**config.mk**
```make
export PLATFORM = sky130hd
export DESIGN_NAME = voice_osc_env
export DESIGN_NICKNAME = d
export VERILOG_FILES = /design/src/rtl/voice_osc_env.sv
export SDC_FILE = /design/constraint.sdc
export NUM_CORES = 1
export LEC_CHECK = 0
export CAP_MARGIN = 10
export CORE_UTILIZATION = 63
export DETAILED_ROUTE_END_ITERATION = 10
export PLACE_DENSITY = 0.83
export SETUP_SLACK_MARGIN = 0.2
export SLEW_MARGIN = 5
export SYNTH_ARGS = -nofsm -noshare
export SYNTH_HDL_FRONTEND = slang
export SYNTH_SLANG_ARGS = --single-unit
```
**constraint.sdc**
```tcl
create_clock -name clock_50_000_000 -period 11.97 [get_ports clock_50_000_000]
set_input_delay 1.197 -clock clock_50_000_000 [delete_from_list [all_inputs] [get_ports clock_50_000_000]]
set_output_delay 1.197 -clock clock_50_000_000 [all_outputs]
set_load 0.02 [all_outputs]
```
**src/rtl/voice_osc_env.sv**
```systemverilog
// voice_osc_env: single-voice source combining a period-driven phase
// accumulator oscillator (saw / pulse / triangle) with a linear ADSR envelope.
// The oscillator step is floor(2^32 / period), computed by a sequential
// restoring divider so no wide combinational divider is needed.
module voice_osc_env #(
  parameter int PERIOD_WIDTH    = 22,
  parameter int AUDIO_BIT_WIDTH = 16,
  parameter int ENV_WIDTH       = 16,
  parameter int RATE_SCALE      = 8,
  parameter int PERIOD_MIN      = 2
) (
  input  logic                         clock_50_000_000,
  input  logic                         reset,
  input  logic                         note_on,
  input  logic                         note_off,
  input  logic [PERIOD_WIDTH-1:0]      period,
  input  logic [6:0]                   duty_cycle,
  input  logic [6:0]                   attack_time,
  input  logic [6:0]                   decay_time,
  input  logic [6:0]                   sustain_level,
  input  logic [6:0]                   release_time,
  output logic [3*AUDIO_BIT_WIDTH-1:0] waves,
  output logic [ENV_WIDTH-1:0]         envelope,
  output logic                         envelope_end
);

  // ------------------------------------------------------------------
  // Oscillator: period clamp, step divider, phase accumulator
  // ------------------------------------------------------------------
  localparam logic [PERIOD_WIDTH-1:0] PMIN = PERIOD_WIDTH'(PERIOD_MIN);

  logic [PERIOD_WIDTH-1:0] p_eff;

  logic [PERIOD_WIDTH-1:0] per_lat_q, per_lat_d;
  logic                    div_busy_q, div_busy_d;
  logic                    div_wr_q, div_wr_d;
  logic [4:0]              div_cnt_q, div_cnt_d;
  logic [PERIOD_WIDTH-1:0] div_rem_q, div_rem_d;
  logic [31:0]             div_quot_q, div_quot_d;
  logic [PERIOD_WIDTH:0]   rem_shift;
  logic [31:0]             step_q, step_d;
  logic [31:0]             phase_q, phase_d;

  // Divider control: latch a new period when idle, run 32 restoring
  // iterations, then publish the quotient as the new step.
  always_comb begin
    p_eff      = (period < PMIN) ? PMIN : period;
    per_lat_d  = per_lat_q;
    div_busy_d = div_busy_q;
    div_wr_d   = div_wr_q;
    div_cnt_d  = div_cnt_q;
    div_rem_d  = div_rem_q;
    div_quot_d = div_quot_q;
    step_d     = step_q;
    // The remainder is always below the divisor, so its doubled value
    // fits in one extra bit.
    rem_shift  = {div_rem_q, 1'b0};
    if (div_busy_q) begin
      if (rem_shift >= {1'b0, per_lat_q}) begin
        div_rem_d  = PERIOD_WIDTH'(rem_shift - {1'b0, per_lat_q});
        div_quot_d = {div_quot_q[30:0], 1'b1};
      end else begin
        div_rem_d  = rem_shift[PERIOD_WIDTH-1:0];
        div_quot_d = {div_quot_q[30:0], 1'b0};
      end
      div_cnt_d = div_cnt_q + 5'd1;
      if (div_cnt_q == 5'd31) begin
        div_busy_d = 1'b0;
        div_wr_d   = 1'b1;
      end
    end else if (div_wr_q) begin
      div_wr_d = 1'b0;
      // A divisor of 0 or 1 would need a 33-bit quotient: saturate.
      step_d   = (per_lat_q <= PERIOD_WIDTH'(1)) ? 32'hFFFF_FFFF : div_quot_q;
    end else if (p_eff != per_lat_q) begin
      // The dividend 2^32 has a single leading one; for divisors >= 2 that
      // bit yields a zero quotient bit, so it is pre-loaded as remainder 1
      // and only the 32 trailing zero bits are iterated.
      per_lat_d  = p_eff;
      div_rem_d  = PERIOD_WIDTH'(1);
      div_quot_d = 32'd0;
      div_cnt_d  = 5'd0;
      div_busy_d = 1'b1;
    end
  end

  // Phase accumulator: wraps modulo 2^32, note_on restarts at zero.
  always_comb begin
    phase_d = note_on ? 32'd0 : phase_q + step_q;
  end

  // Oscillator state registers.
  always_ff @(posedge clock_50_000_000 or posedge reset) begin
    if (reset) begin
      per_lat_q  <= '0;
      div_busy_q <= 1'b0;
      div_wr_q   <= 1'b0;
      div_cnt_q  <= '0;
      div_rem_q  <= '0;
      div_quot_q <= '0;
      step_q     <= '0;
      phase_q    <= '0;
    end else begin
      per_lat_q  <= per_lat_d;
      div_busy_q <= div_busy_d;
      div_wr_q   <= div_wr_d;
      div_cnt_q  <= div_cnt_d;
      div_rem_q  <= div_rem_d;
      div_quot_q <= div_quot_d;
      step_q     <= step_d;
      phase_q    <= phase_d;
    end
  end

  logic [AUDIO_BIT_WIDTH-1:0] saw_w, pulse_w, tri_w;

  // Waveform shaping from the registered phase.
  always_comb begin
    saw_w   = phase_q[31 -: AUDIO_BIT_WIDTH];
    pulse_w = (phase_q[31:25] < duty_cycle) ? '1 : '0;
    tri_w   = phase_q[31] ? ~phase_q[30 -: AUDIO_BIT_WIDTH]
                          :  phase_q[30 -: AUDIO_BIT_WIDTH];
    waves   = {tri_w, pulse_w, saw_w};
  end

  // ------------------------------------------------------------------
  // Envelope: rate counter and ADSR state machine
  // ------------------------------------------------------------------
  typedef enum logic [2:0] {
    ENV_IDLE,
    ENV_ATTACK,
    ENV_DECAY,
    ENV_SUSTAIN,
    ENV_RELEASE
  } env_state_t;

  localparam int RATE_W = $clog2(128 * RATE_SCALE);
  localparam logic [ENV_WIDTH-1:0] ENV_FULL = '1;

  env_state_t           env_state_q, env_state_d;
  logic [ENV_WIDTH-1:0] env_q, env_d;
  logic                 env_end_q, env_end_d;
  logic [RATE_W-1:0]    rate_cnt_q, rate_cnt_d;
  logic [6:0]           stage_time;
  logic [31:0]          rate_term;
  logic                 rate_tick;
  logic [ENV_WIDTH-1:0] sus_target;

  // Rate divider terminal count for the active stage.
  always_comb begin
    case (env_state_q)
      ENV_ATTACK:  stage_time = attack_time;
      ENV_DECAY:   stage_time = decay_time;
      ENV_RELEASE: stage_time = release_time;
      default:     stage_time = 7'd0;
    endcase
    rate_term = (32'(stage_time) + 32'd1) * 32'(RATE_SCALE) - 32'd1;
    rate_tick = (32'(rate_cnt_q) == rate_term);
  end

  // ADSR next-state: note events first, then per-stage stepping.
  always_comb begin
    env_state_d = env_state_q;
    env_d       = env_q;
    rate_cnt_d  = rate_tick ? '0 : rate_cnt_q + 1'b1;
    sus_target  = ENV_WIDTH'(sustain_level) << (ENV_WIDTH - 7);
    if (note_on) begin
      env_state_d = ENV_ATTACK;
      rate_cnt_d  = '0;
    end else if (note_off && (env_state_q == ENV_ATTACK ||
                              env_state_q == ENV_DECAY  ||
                              env_state_q == ENV_SUSTAIN)) begin
      env_state_d = ENV_RELEASE;
      rate_cnt_d  = '0;
    end else begin
      case (env_state_q)
        ENV_IDLE: begin
          env_d      = '0;
          rate_cnt_d = '0;
        end
        ENV_ATTACK: begin
          if (env_q == ENV_FULL) begin
            env_state_d = ENV_DECAY;
          end else if (rate_tick) begin
            env_d = env_q + 1'b1;
            if (env_d == ENV_FULL) env_state_d = ENV_DECAY;
          end
        end
        ENV_DECAY: begin
          if (env_q <= sus_target) begin
            env_state_d = ENV_SUSTAIN;
          end else if (rate_tick) begin
            env_d = env_q - 1'b1;
            if (env_d <= sus_target) env_state_d = ENV_SUSTAIN;
          end
        end
        ENV_SUSTAIN: begin
          rate_cnt_d = '0;
        end
        ENV_RELEASE: begin
          if (env_q == '0) begin
            env_state_d = ENV_IDLE;
          end else if (rate_tick) begin
            env_d = env_q - 1'b1;
            if (env_d == '0) env_state_d = ENV_IDLE;
          end
        end
        default: begin
          env_state_d = ENV_IDLE;
          env_d       = '0;
        end
      endcase
    end
    // Every stage starts its timing from a clean count.
    if (env_state_d != env_state_q) rate_cnt_d = '0;
    env_end_d = (env_state_d == ENV_IDLE);
  end

  // Envelope state registers; outputs come straight from flops.
  always_ff @(posedge clock_50_000_000 or posedge reset) begin
    if (reset) begin
      env_state_q <= ENV_IDLE;
      env_q       <= '0;
      env_end_q   <= 1'b1;
      rate_cnt_q  <= '0;
    end else begin
      env_state_q <= env_state_d;
      env_q       <= env_d;
      env_end_q   <= env_end_d;
      rate_cnt_q  <= rate_cnt_d;
    end
  end

  assign envelope     = env_q;
  assign envelope_end = env_end_q;

endmodule

```
==> flow_summary_export.csv, run 1 <==
group,metric,value,unit
drt,wire_per_inst,17.42,um
synthesis,ys_seq_area_share,35.83,%
placed_design,place_congestion,0.9175,
run,cap_viol_max_count,0,
layout,area_delta_synth_final,14.52,%
power_and_ir_drop,p_per_area,299.2,nW/um^2
synthesis,synth_top_cell_area_share,35.61,%
synthesis,ys_seq_elements,177,
clock_network,cts.hold.buffers_added,0,
floorplanning,initial_core_util,65.24,%
drt,drt_iter0_markers,751,
clock_network,clkTransAtPathRegs,0.08,ns
worst_hold_path,hold_start,"div_quot_q[15]",
layout,finalNetCount,1614,
drt,wirelength,30.33,mm
global_route,grt_pass1_wl,50.91,mm
drt,wl_met3,1.517,mm
sta,setup_viol,0,
setup_path,end_kind,"output pin",
floorplanning,die_area,20190,um^2
floorplanning,die_w,142.1,um
sta,hold_viol_final,0,
layout,fin_util,74.71,%
sta,rsz0062_at_grt,"false",
synthesis,avgSynthCellArea,8.765,um^2
floorplanning,core,18960,um^2
setup_path,critPathMaxFanout,16,
clock_network,root_buffer,"clkbuf_16",
synthesis,synthesis.nets,1557,
global_route,antenna_found_initial,0,
layout,n_antenna_cell,0,
setup_path,worstPathCellList,"clkdlybuf4s50_1, inv_1, ha_1, a21o_1, a21o_1, a21oi_1, nor2b_1, o21ai_0, nand2b_1, a21oi_1, clkdlybuf4s50_1",
sta,slew_headroom,32.39,%
synthesis,synth-async-reset-ratio,100.0,%
placed_design,portBuffers,125,
synthesis,syn-instance-count,1411,
setup_path,cp-endpoint,"waves[25]",
layout,layout_common_cells,"176 x nand2_1, 175 x dfrtp_1, 125 x clkdlybuf4s50_1, 103 x o21ai_0, 86 x nor2_1",
synthesis,yosys-top-cells-area,"dfrtp_1 36%, ha_1 8.4%, nand2_1 5.3%, o21ai_0 4.2%, xnor2_1 3.9%",
sta,period_share,45.83,%
setup_path,crit_required,10.77,ns
drt,top_layer,"met4",
power_and_ir_drop,power.leakage,6.090,nW
setup_path,r2r-end,"envelope[14]",
synthesis,syn_area,12370,um^2
clock_network,cts_tree,"yes",
sta,min_period,5.486,ns
synthesis,synth_edf_count,0,
sta,setup_tns,0,ns
drt,num_vias,10800,
setup_path,timing.rr.start,"env_state_q[0]",
worst_hold_path,hp-class,"flip-flop to flip-flop",
setup_path,ff2ff_path_depth,13,
layout,instances_no_fill,1741,
global_route,gr-usage-all-layers,31.27,%
run_status,outcome,"complete, no violations",
setup_path,crit_arrival,4.29,ns
clock_network,clock_path_buffers,2,
clock_network,cts.sinks,177,
drt,drtPass1Iterations,5,
drt,drc_errors,0,
layout,mostFrequentLayoutCell,"nand2_1",
power_and_ir_drop,finalPower,0.004238,W
global_route,globalRoute.totalOverflow,0,
sta,drv_slew,0,
drt,viasPerCell,6.200,
synthesis,yosysWarnings,0,
floorplanning,ios,126,
setup_path,startpoint,"duty_cycle[1]",
setup_path,path_class,"input pin to output pin",
placed_design,dp_cells,1709,
synthesis,ys.flop_type,"dfrtp_1",
power_and_ir_drop,ir_drop,158.5,uV
global_route,grt_max_degree,103,
clock_network,clk-insertion-delay-late,0.43,ns
setup_path,cpMaxStageDelayCell,"a21oi_1",
clock_network,cts_max_level,4,
setup_path,slowest_delay,0.79,ns
global_route,first_global_vias,10380,
drt,met2_length,14.71,mm
sta,worst_slew_pin_slew,1.014,ns
sta,fin_worst_skew,0.01796,ns
placed_design,place_hpwl,21.55,mm
floorplanning,die_h,142.1,um
synthesis,synth_cell_types,86,
synthesis,synth_top_cell_by_area,"dfrtp_1",
drt,wl_met1,13.58,mm
setup_path,cp-start-kind,"input pin",
clock_network,cts_buffers,17,
clock_network,cts_resized,0,
sta,fmax,182.3,MHz
clock_network,cts_setup_buffers,0,
drt,antenna_left,0,
floorplanning,num_rows,50,
setup_path,r2r_slack,6.93,ns
layout,layout-drive-gt1-share,5.199,%
-- kinds of logic (layout without fill, tap and decap cells) --
| logic type | Yosys count | count (layout) | share of synthesized area (%) |
|---|---|---|---|
| multiplexers | 7 | 7 | 0.5868 |
| XOR/XNOR | 110 | 110 | 7.790 |
| AND/OR/NAND/NOR | 492 | 492 | 20.01 |
| flip-flops | 177 | 177 | 35.83 |
| adder cells (fa/ha/maj) | 85 | 85 | 8.721 |
| AO/OA/AOI/OAI | 375 | 375 | 20.92 |
| buffers and inverters | 165 | 235 | 6.141 |
-- flip-flops by register name, indices dropped and copies added, names as in the netlist --
name	count
div_cnt_q	5
div_rem_q	22
env_state_q	3
rate_cnt_q	10
div_quot_q	32
div_wr_q	1
phase_q	32
envelope_end	1
per_lat_q	22
div_busy_q	1
envelope	16
step_q	32
-- worst min-delay path by stage --
stage                     cells after the start    endpoint  slack, ns
after detailed placement                      1  step_q[31]       0.49
after global placement                        1  step_q[31]       0.47
after floorplan                               1  step_q[31]       0.46
final                                         1  step_q[15]       0.51
after global routing                          1  step_q[31]       0.54
after CTS                                     1  step_q[15]       0.51
-- cell type report --
class | instances | area [um^2]
Inverter | 66 | 252.7
Sequential cell | 177 | 4434
Timing Repair Buffer | 137 | 1341
Clock buffer | 18 | 429.2
Clock inverter | 14 | 190.2
Multi-Input combinational cell | 1069 | 7189
Fill cell | 1410 | 4793
Tap cell | 260 | 325.3
-- per-stage QoR --
stage,hold WS (ns),instance area (um^2),setup WS [ns]
2_1_floorplan,0.4599,12370,5.973
3_3_place_gp,0.4705,13540,6.439
3_5_place_dp,0.4944,13540,6.284
4_1_cts,0.5137,14160,6.499
5_1_grt,0.5417,14160,6.269
6_report,0.5089,14160,6.484
-- Yosys cell counts (all sizes together), types with 22 or more instances --
library cell	n
o211ai	26
nor4	28
inv	66
buf	44
nand2	176
o21ai	107
o22a	35
xor2	55
nor2	87
clkbuf	55
a21o	23
nand3	25
ha	83
nor2b	22
xnor2	55
a21oi	64
nor3	41
dfrtp	176
-- report_power, final --
group          leakage [nW]  internal, W  switching [W]  total (W)
sequential             2.18     0.000858       0.000262    0.00112
clock                 0.300     0.000320       0.000266   0.000585
combinational          3.61      0.00116        0.00138    0.00253
-- metal layers --
metal / vias to the layer above / global-route usage [%]
li1: 5179 / -
met2: 333 / 53.22
met1: 5238 / 41.77
met5: - / 0
met3: 45 / 4.307
met4: 0 / 8.602
-- critical path: cells and delay by family --
| family | cells | cell delay [ns] |
|---|---|---|
| compound gates | 5 | 1.41 |
| fa+ha+maj | 1 | 0.28 |
| buf+inv | 3 | 1.27 |
| simple gates | 2 | 0.12 |
No activity file was read; power rests on OpenSTA's default activity.
==> run 2: changes to the inputs <==
--- a/config.mk
+++ b/config.mk
@@ -6,9 +6,9 @@
 export NUM_CORES = 1
 export LEC_CHECK = 0
 export CAP_MARGIN = 10
-export CORE_UTILIZATION = 63
+export CORE_UTILIZATION = 58
 export DETAILED_ROUTE_END_ITERATION = 10
-export PLACE_DENSITY = 0.83
+export PLACE_DENSITY = 0.77
 export SETUP_SLACK_MARGIN = 0.2
 export SLEW_MARGIN = 5
 export SYNTH_ARGS = -nofsm -noshare
==> constraint.sdc (replaced) <==
create_clock -name clock_50_000_000 -period 5.7 [get_ports clock_50_000_000]
set_input_delay 0.57 -clock clock_50_000_000 [delete_from_list [all_inputs] [get_ports clock_50_000_000]]
set_output_delay 0.57 -clock clock_50_000_000 [all_outputs]
set_load 0.02 [all_outputs]
==> run 2 against run 1 <==
Net effect: core utilization is 7.0 points lower; register-to-register slack worse by 6.1 ns; combinational power is 110% higher; sequential share of layout area is 0.061 points lower; clock skew is 0.0061 ns lower.
==> flow_summary_export.csv, run 2 (synthesized netlist as in run 1, its figures left out) <==
group,metric,value,unit
run_status,outcome,"complete, no violations",
clock_network,clkTransAtPathRegs,0.07,ns
sta,setup_tns,0,ns
global_route,grt_util_met1,39.72,%
setup_path,cpMaxStageDelayCell,"dfrtp_1",
sta,slew_headroom,30.74,%
drt,wirelength,30.43,mm
layout,finalNetCount,1616,
drt,antenna_left,0,
setup_path,slowest_delay,0.75,ns
setup_path,critPathMaxFanout,24,
drt,num_vias,10710,
sta,min_period,4.837,ns
clock_network,cts_max_level,4,
sta,rsz0062_at_grt,"false",
layout,layout-drive-gt1-share,5.260,%
floorplanning,ios,126,
setup_path,path_class,"flip-flop to flip-flop",
layout,n_antenna_cell,0,
power_and_ir_drop,power.leakage,6.103,nW
floorplanning,die_w,148.0,um
global_route,globalRouteMet3Util,4.537,%
power_and_ir_drop,p_per_area,625.7,nW/um^2
global_route,grt.busiest_layer,"met2",
global_route,first_global_vias,10260,
global_route,globalRoute.totalOverflow,0,
setup_path,worstPathCellList,"nor3b_4, a221oi_2, inv_2, ha_1, nand3_1, a2111oi_0, nor4_1, o21ba_2, mux2i_1, a22o_4, nor4_4, buf_4, o21ai_2, mux2_1",
setup_path,end_kind,"flip-flop",
floorplanning,die_h,148.0,um
run,cap_viol_max_count,0,
layout,layout_common_cells,"176 x nand2_1, 175 x dfrtp_1, 125 x clkdlybuf4s50_1, 103 x o21ai_0, 86 x nor2_1",
placed_design,placed_area,13580,um^2
sta,drv_slew,0,
floorplanning,core,20960,um^2
global_route,antenna_found_initial,0,
layout,top_regs,"div_quot_q: 32 flops, phase_q: 32 flops, step_q: 32 flops",
sta,period_share,84.86,%
worst_hold_path,hp-class,"flip-flop to flip-flop",
global_route,grt_pass1_wl,51.22,mm
clock_network,cts_tree,"yes",
sta,hold_viol_final,0,
drt,wire_per_inst,17.31,um
layout,area_delta_synth_final,14.74,%
clock_network,cts_buffers,17,
sta,fmax,206.7,MHz
clock_network,clock_path_buffers,2,
floorplanning,die_area,21910,um^2
placed_design,portBuffers,125,
power_and_ir_drop,ir_drop,462.1,uV
placed_design,place_hpwl,21.84,mm
clock_network,cts_setup_buffers,0,
clock_network,cts.sinks,177,
drt,viasPerCell,6.092,
sta,fin_worst_skew,0.01183,ns
layout,mostFrequentLayoutCell,"nand2_1",
global_route,gr-usage-all-layers,29.04,%
sta,worst_slew_pin_slew,1.039,ns
clock_network,root_buffer,"clkbuf_16",
sta,setup_viol,0,
setup_path,cp-start-kind,"flip-flop",
clock_network,clk-insertion-delay-late,0.44,ns
setup_path,crit_arrival,5.16,ns
clock_network,cts_resized,0,
global_route,met2_usage,47.16,%
floorplanning,num_rows,53,
drt,drtPass1Iterations,5,
layout,post-route-cell-area,14190,um^2
placed_design,place_congestion,0.8826,
global_route,grt_max_degree,107,
drt,drt_iter0_markers,677,
setup_path,crit_required,6.03,ns
floorplanning,initial_core_util,59.02,%
clock_network,cts.hold.buffers_added,0,
drt,drc_errors,0,
[run 2: cell count changes in the layout (fill, tap and decap cells not counted)]
cell,before,now
inv_8,3,0
bufinv_16,2,3
clkbuf_8,0,2
clkinv_8,3,0
clkinv_2,1,2
clkbuf_1,1,2
buf_4,12,14
clkinvlp_4,1,0
clkinv_4,1,3
[run 2: through the flow]
| step | instances | power, W | setup WS [ns] | util, % | hold slack (ns) |
|---|---|---|---|---|---|
| after floorplan | 1411 | 0.006296 | 0.3297 | - | 0.4599 |
| after global placement | 1726 | 0.007430 | 0.8762 | 64.79 | 0.4763 |
| after detailed placement | 1726 | 0.007577 | 0.7861 | 64.79 | 0.4880 |
| after CTS | 1758 | 0.008877 | 0.8741 | 67.72 | 0.5019 |
| after global routing | 1758 | 0.009640 | 0.4605 | 67.72 | 0.5268 |
| final | 1758 | 0.008879 | 0.8629 | 67.72 | 0.4988 |
[run 2: cell type report]
| class | instances | area (um^2) |
|---|---|---|
| Multi-Input combinational cell | 1069 | 7189 |
| Fill cell | 1714 | 6765 |
| Sequential cell | 177 | 4434 |
| Timing Repair Buffer | 139 | 1356 |
| Clock buffer | 21 | 460.4 |
| Tap cell | 275 | 344.1 |
| Inverter | 66 | 252.7 |
| Clock inverter | 11 | 152.6 |
[run 2: path summary, 6_finish.rpt]
path                           endpoint  slack, ns  cells after the start      startpoint
setup / recovery           envelope[14]       0.86                     14  env_state_q[1]
hold / removal               step_q[31]       0.50                      1  div_quot_q[31]
setup reg to reg           envelope[14]       0.86                     14  env_state_q[1]
hold reg to reg              step_q[31]       0.50                      1  div_quot_q[31]
max in group asynchronous   phase_q[25]       3.91                      3           reset
min in group asynchronous  div_cnt_q[3]       0.70                      2           reset
[run 2: worst max-delay path, delay by kind of cell, from the launching register on]
family                   cells  cell delay (ns)
adder cells (fa/ha/maj)      1             0.33
AO/OA/AOI/OAI                5             1.77
flip-flops                   1             0.75
multiplexers                 2             0.66
AND/OR/NAND/NOR              4             0.87
buffers and inverters        2             0.36
[run 2: report_power, final]
| part | switching [W] | internal, W | total (W) |
|---|---|---|---|
| sequential | 0.000547 | 0.00180 | 0.00235 |
| clock | 0.000510 | 0.000718 | 0.00123 |
| combinational | 0.00287 | 0.00243 | 0.00530 |
| total | 0.00393 | 0.00495 | 0.00888 |
[run 2: routing by layer]
layer | part of all wire (%) | wire length (um)
met3 | 4.8 | 1458
met4 | 2.1 | 646
met1 | 46 | 13930
met5 | 0 | 0
met2 | 47 | 14390
==> patch 1 (settings of run 2) <==
Encoding of `env_state_t`: now one-hot (5 bits for 5 states).
--- a/src/rtl/voice_osc_env.sv
+++ b/src/rtl/voice_osc_env.sv
@@ -126,12 +126,12 @@
   // ------------------------------------------------------------------
   // Envelope: rate counter and ADSR state machine
   // ------------------------------------------------------------------
-  typedef enum logic [2:0] {
-    ENV_IDLE,
-    ENV_ATTACK,
-    ENV_DECAY,
-    ENV_SUSTAIN,
-    ENV_RELEASE
+  typedef enum logic [4:0] {
+    ENV_IDLE    = 5'b00001,
+    ENV_ATTACK  = 5'b00010,
+    ENV_DECAY   = 5'b00100,
+    ENV_SUSTAIN = 5'b01000,
+    ENV_RELEASE = 5'b10000
   } env_state_t;
 
   localparam int RATE_W = $clog2(128 * RATE_SCALE);
Formal check against the unedited RTL: no difference found for any inputs over 10 cycles, from zero or initial values and one cycle with reset high; not proved beyond that.
==> patch 1 against run 2 <==
Combinational power shrank 4.5%. Clock skew is essentially flat. Non-clock buffer count is the same. Area after synthesis shrank 1.3%. Routed wire length shrank 6.5%. Worst setup slack gained 0.087 ns. Sequential cell count grew 2. Cell area shrank 1.6%. Global-route usage shrank 1.7 points. Count of clock-buffer cells in the layout shrank 4. Cell count shrank 1.5%. Total power shrank 3.8%. Critical endpoint unchanged. Highest routed layer unchanged.
==> patch 1: results (changes against run 2) <==
[run_status]
status=finished, final reports clean

[yosys]
synth_nets=1540  ; -1.1%
ys_types=85  ; -1.2%
synth_mux_area_share_pct=0.256  ; -0.33 points
ys_top_cells_by_area=dfrtp_1 (36%), ha_1 (8.5%), nand2_1 (5.1%)
synth_xor_area_share_pct=8.58  ; +0.79 points
synthCells=1394  ; -1.2%
synth_compound_area_share_pct=22.0  ; +1.1 points
synth_common_cells=dfrtp_1 (177), nand2_1 (166), o21ai_0 (122)

[sta]
fin_skew_ns=0.0119  ; +0.0000863 ns
relSlewSlack_pct=27.0  ; -3.7 points

[worst_setup_path]
cp_slowest_cell=nor4b_2
worst-path-max-fanout=13  ; -46%
max_stage_delay_ns=0.64  ; -0.11 ns

[global_route]
grt_pass1_wl_mm=48.5  ; -5.3%
use_met3_pct=3.51  ; -1.0 points
grtUsageMet1_pct=37.6  ; -2.1 points
track_usage_pct=27.3  ; -1.7 points
grtUsageMet2_pct=44.5  ; -2.7 points

[final_layout]
nets=1596  ; -1.2%
area_growth_pct=14.4
drive_gt1_share_pct=5.20  ; -0.061 points

[placement]
gp_congestion=0.893  ; +1.2%
placed_area_sq_um=13400  ; -1.3%
dp_hpwl_mm=19.9  ; -8.8%
place_ws_ns=0.962  ; +0.176 ns
dp_cells=1701  ; -1.4%

[detailed_routing]
routed_wl_mm=28.5  ; -6.5%
wl_met1_mm=13.0  ; -7.0%
wl_met2_mm=13.5  ; -6.0%
dr.pass1.iters=5  ; unchanged
wl_met3_mm=1.27  ; -13%

[power_and_ir_drop]
power.leakage_nw=6.11  ; +0.15%

[clocking]
clockBufferDepth=2  ; unchanged

-- patch 1: power by group --
group	internal [W]	switching, W
Clock	0.000578	0.000549
Sequential	0.00182	0.000534
Combinational	0.00234	0.00272
Total	0.00473	0.00381
-- patch 1: worst reg2reg max path: cells and delay by family, from the launching register on --
family	cells	cell delay (ns)
AOI/OAI and AO/OA	6	1.43
and+or+nand+nor	5	1.11
buffers and inverters	3	0.74
DFF	1	0.50
xor gates and xnor gates	3	0.50
adders and majority gates	1	0.36
-- patch 1: cells by family after synthesis --
family,count (synthesis)
and+or+nand+nor,447
AOI/OAI and AO/OA,398
DFF,179
buffers and inverters,165
xor gates and xnor gates,117
adders and majority gates,85
muxes,3
-- patch 1: final timing paths --
| kind | startpoint | to | slack, ns | cells past startpoint |
|---|---|---|---|---|
| worst max-delay path | env_state_q[2] | envelope[14] | 0.95 | 18 |
| worst min-delay path | rate_cnt_q[0] | rate_cnt_q[0] | 0.46 | 1 |
| worst max register to register | env_state_q[2] | envelope[14] | 0.95 | 18 |
| worst min register to register | rate_cnt_q[0] | rate_cnt_q[0] | 0.46 | 1 |
| max in group asynchronous | reset | phase_q[26] | 3.91 | 3 |
| min in group asynchronous | reset | envelope[6] | 0.73 | 2 |
-- patch 1: metrics by stage --
stage,total power (W),hold WS (ns),util [%]
after CTS,0.00854,0.468,68.4
after floorplan,0.00614,0.425,-
after global routing,0.00928,0.486,68.4
after detailed placement,0.00735,0.458,65.6
after global placement,0.00721,0.439,65.6
final,0.00854,0.460,68.4
-- patch 1: layout make-up --
class / instances / area [sq um]
timing repair buffer: 139 / 1360
clock inverter: 14 / 136
tap: 270 / 338
multi-input combinational: 1050 / 6990
inverter: 63 / 241
sequential: 179 / 4480
clock buffer: 17 / 425
fill: 1675 / 6460
==> patch 2 (settings of run 2) <==
Made on the original files. The parameter `PERIOD_WIDTH` goes from 22 to 20.
--- a/src/rtl/voice_osc_env.sv
+++ b/src/rtl/voice_osc_env.sv
@@ -3,7 +3,7 @@
 // The oscillator step is floor(2^32 / period), computed by a sequential
 // restoring divider so no wide combinational divider is needed.
 module voice_osc_env #(
-  parameter int PERIOD_WIDTH    = 22,
+  parameter int PERIOD_WIDTH    = 20,
   parameter int AUDIO_BIT_WIDTH = 16,
   parameter int ENV_WIDTH       = 16,
   parameter int RATE_SCALE      = 8,
Ports: changed (resized period); port bits go from 126 to 124. The function was not compared with the original's and may differ.
==> patch 2 against run 2 <==
Routed wire length is 10% lower. Non-clock buffer count is 6 lower. Synthesized cell count is 3.8% lower. Global-route usage is 2.8 points lower. Total power is 1.3% lower. First-iteration DRC count is 0.30% lower. Area after synthesis is 2.4% lower. Sequential cell count is 4 lower. Cell area is 2.9% lower. Worst setup slack better by 0.16 ns. Critical path type unchanged. Highest routed layer unchanged.
==> patch 2: results (changes against run 2) <==
[placement]
io_buffers=123  ; -1.6%
dp_hpwl_mm=19.0  ; -13%
gp_congestion=0.902  ; +2.2%

[yosys]
synth_nets=1499  ; -3.7%
synth_xor_area_share_pct=8.13  ; +0.34 points
synth_top_family_by_area=compound AO/OA/AOI/OAI gates
ys_top_cells_by_area=dfrtp_1 (36%), ha_1 (8.4%), nand2_1 (4.3%)
async_reset_ff_share_pct=100  ; unchanged
ys_types=89  ; +3.5%
synth_fa_ha_area_share_pct=8.72  ; about the same
seq_area_frac_synth_pct=35.9  ; +0.036 points
synth_mux_area_share_pct=1.17  ; +0.58 points
ys_warn_count=0  ; unchanged
synth_compound_area_share_pct=20.9  ; -0.023 points
synth_common_cells=dfrtp_1 (172), nand2_1 (138), nor2_1 (101)

[sta]
fin_skew_ns=0.00966  ; -0.00217 ns
relSlewSlack_pct=34.9  ; +4.2 points

[worst_setup_path]
max_stage_delay_ns=0.93  ; +0.18 ns
worstPathArrival_ns=5.03  ; -0.13 ns
cpLargestDelayFamily=compound AO/OA/AOI/OAI gates
worst-path-max-fanout=30  ; +25%
cp_slowest_cell=dfrtp_1

[power_and_ir_drop]
power.leakage_nw=5.89  ; -3.5%
ir_drop_uv=472  ; +2.2%

[global_route]
first_global_vias=9665  ; -5.8%
antenna_found_initial=0  ; unchanged
grt_pass1_wl_mm=46.4  ; -9.4%
grt_max_degree=159  ; +49%
track_usage_pct=26.3  ; -2.8 points

[clocking]
clockBufferDepth=2  ; unchanged
post_cts_buffers=0  ; unchanged
cts_resized=0  ; unchanged
cts_buffers=17  ; unchanged
h-tree-depth=4  ; unchanged
insertion_delay_ns=0.42  ; -0.02 ns
path_clk_slew_ns=0.07  ; about the same
cts_root_buffer=clkbuf_16

[detailed_routing]
wire_per_inst_microns=16.2  ; -6.6%
dr.pass1.iters=5  ; unchanged
drtIter0Drc=675  ; -0.30%
avgViaCountPerCell=5.97  ; -1.9%

[final_layout]
nets=1551  ; -4.0%
drive_gt1_share_pct=6.62  ; +1.4 points
fillers=1663  ; -3.0%
antenna_cells=0  ; unchanged
reg.largest.list=div_quot_q (32), phase_q (32), step_q (32)

[worst_hold_path]
hold_path.class=in2async

[run_status]
status=finished, final reports clean

## patch 2: where the power goes
| part | leakage, nW | internal (W) | switching [W] |
|---|---|---|---|
| registers | 2.06 | 0.00175 | 0.000536 |
| logic | 3.54 | 0.00246 | 0.00283 |
| clock network | 0.287 | 0.000689 | 0.000495 |
## patch 2: final timing paths
| path | start | endpoint | slack [ns] | cells past startpoint |
|---|---|---|---|---|
| max | env_state_q[0] | envelope[9] | 1.02 | 14 |
| min | reset | envelope[15] | 0.45 | 2 |
| max reg2reg | env_state_q[0] | envelope[9] | 1.02 | 14 |
| min reg2reg | div_quot_q[31] | step_q[31] | 0.50 | 1 |
| max in group asynchronous | reset | div_busy_q | 4.16 | 3 |
| min in group clock_50_000_000 | div_quot_q[31] | step_q[31] | 0.50 | 1 |
## patch 2: cell type report
type	instances	share of cell area, %
Clock buffer	17	3.09
Clock inverter	14	1.23
Inverter	60	1.67
Multi-Input combinational cell	1024	50.6
Sequential cell	173	31.4
Tap cell	270	2.45
Timing Repair Buffer	133	9.52
## patch 2: routing by layer
metal | track usage [%] | vias up | routed length [microns] | part of all wire (%)
met2 | 43.5 | 272 | 13000 | 47
met4 | 7.76 | 0 | 380 | 1.4
met1 | 35.8 | 4846 | 12700 | 46
met5 | 0 | - | 0 | 0
met3 | 3.78 | 29 | 1290 | 4.7
li1 | - | 4953 | - | -
## patch 2: per-stage QoR
step	hold WS (ns)	instance area, sq um	instances
after floorplan	0.458	12100	1357
after global placement	0.467	13200	1659
after detailed placement	0.486	13200	1659
after CTS	0.448	13800	1690
after global routing	0.471	13800	1691
final	0.454	13800	1691
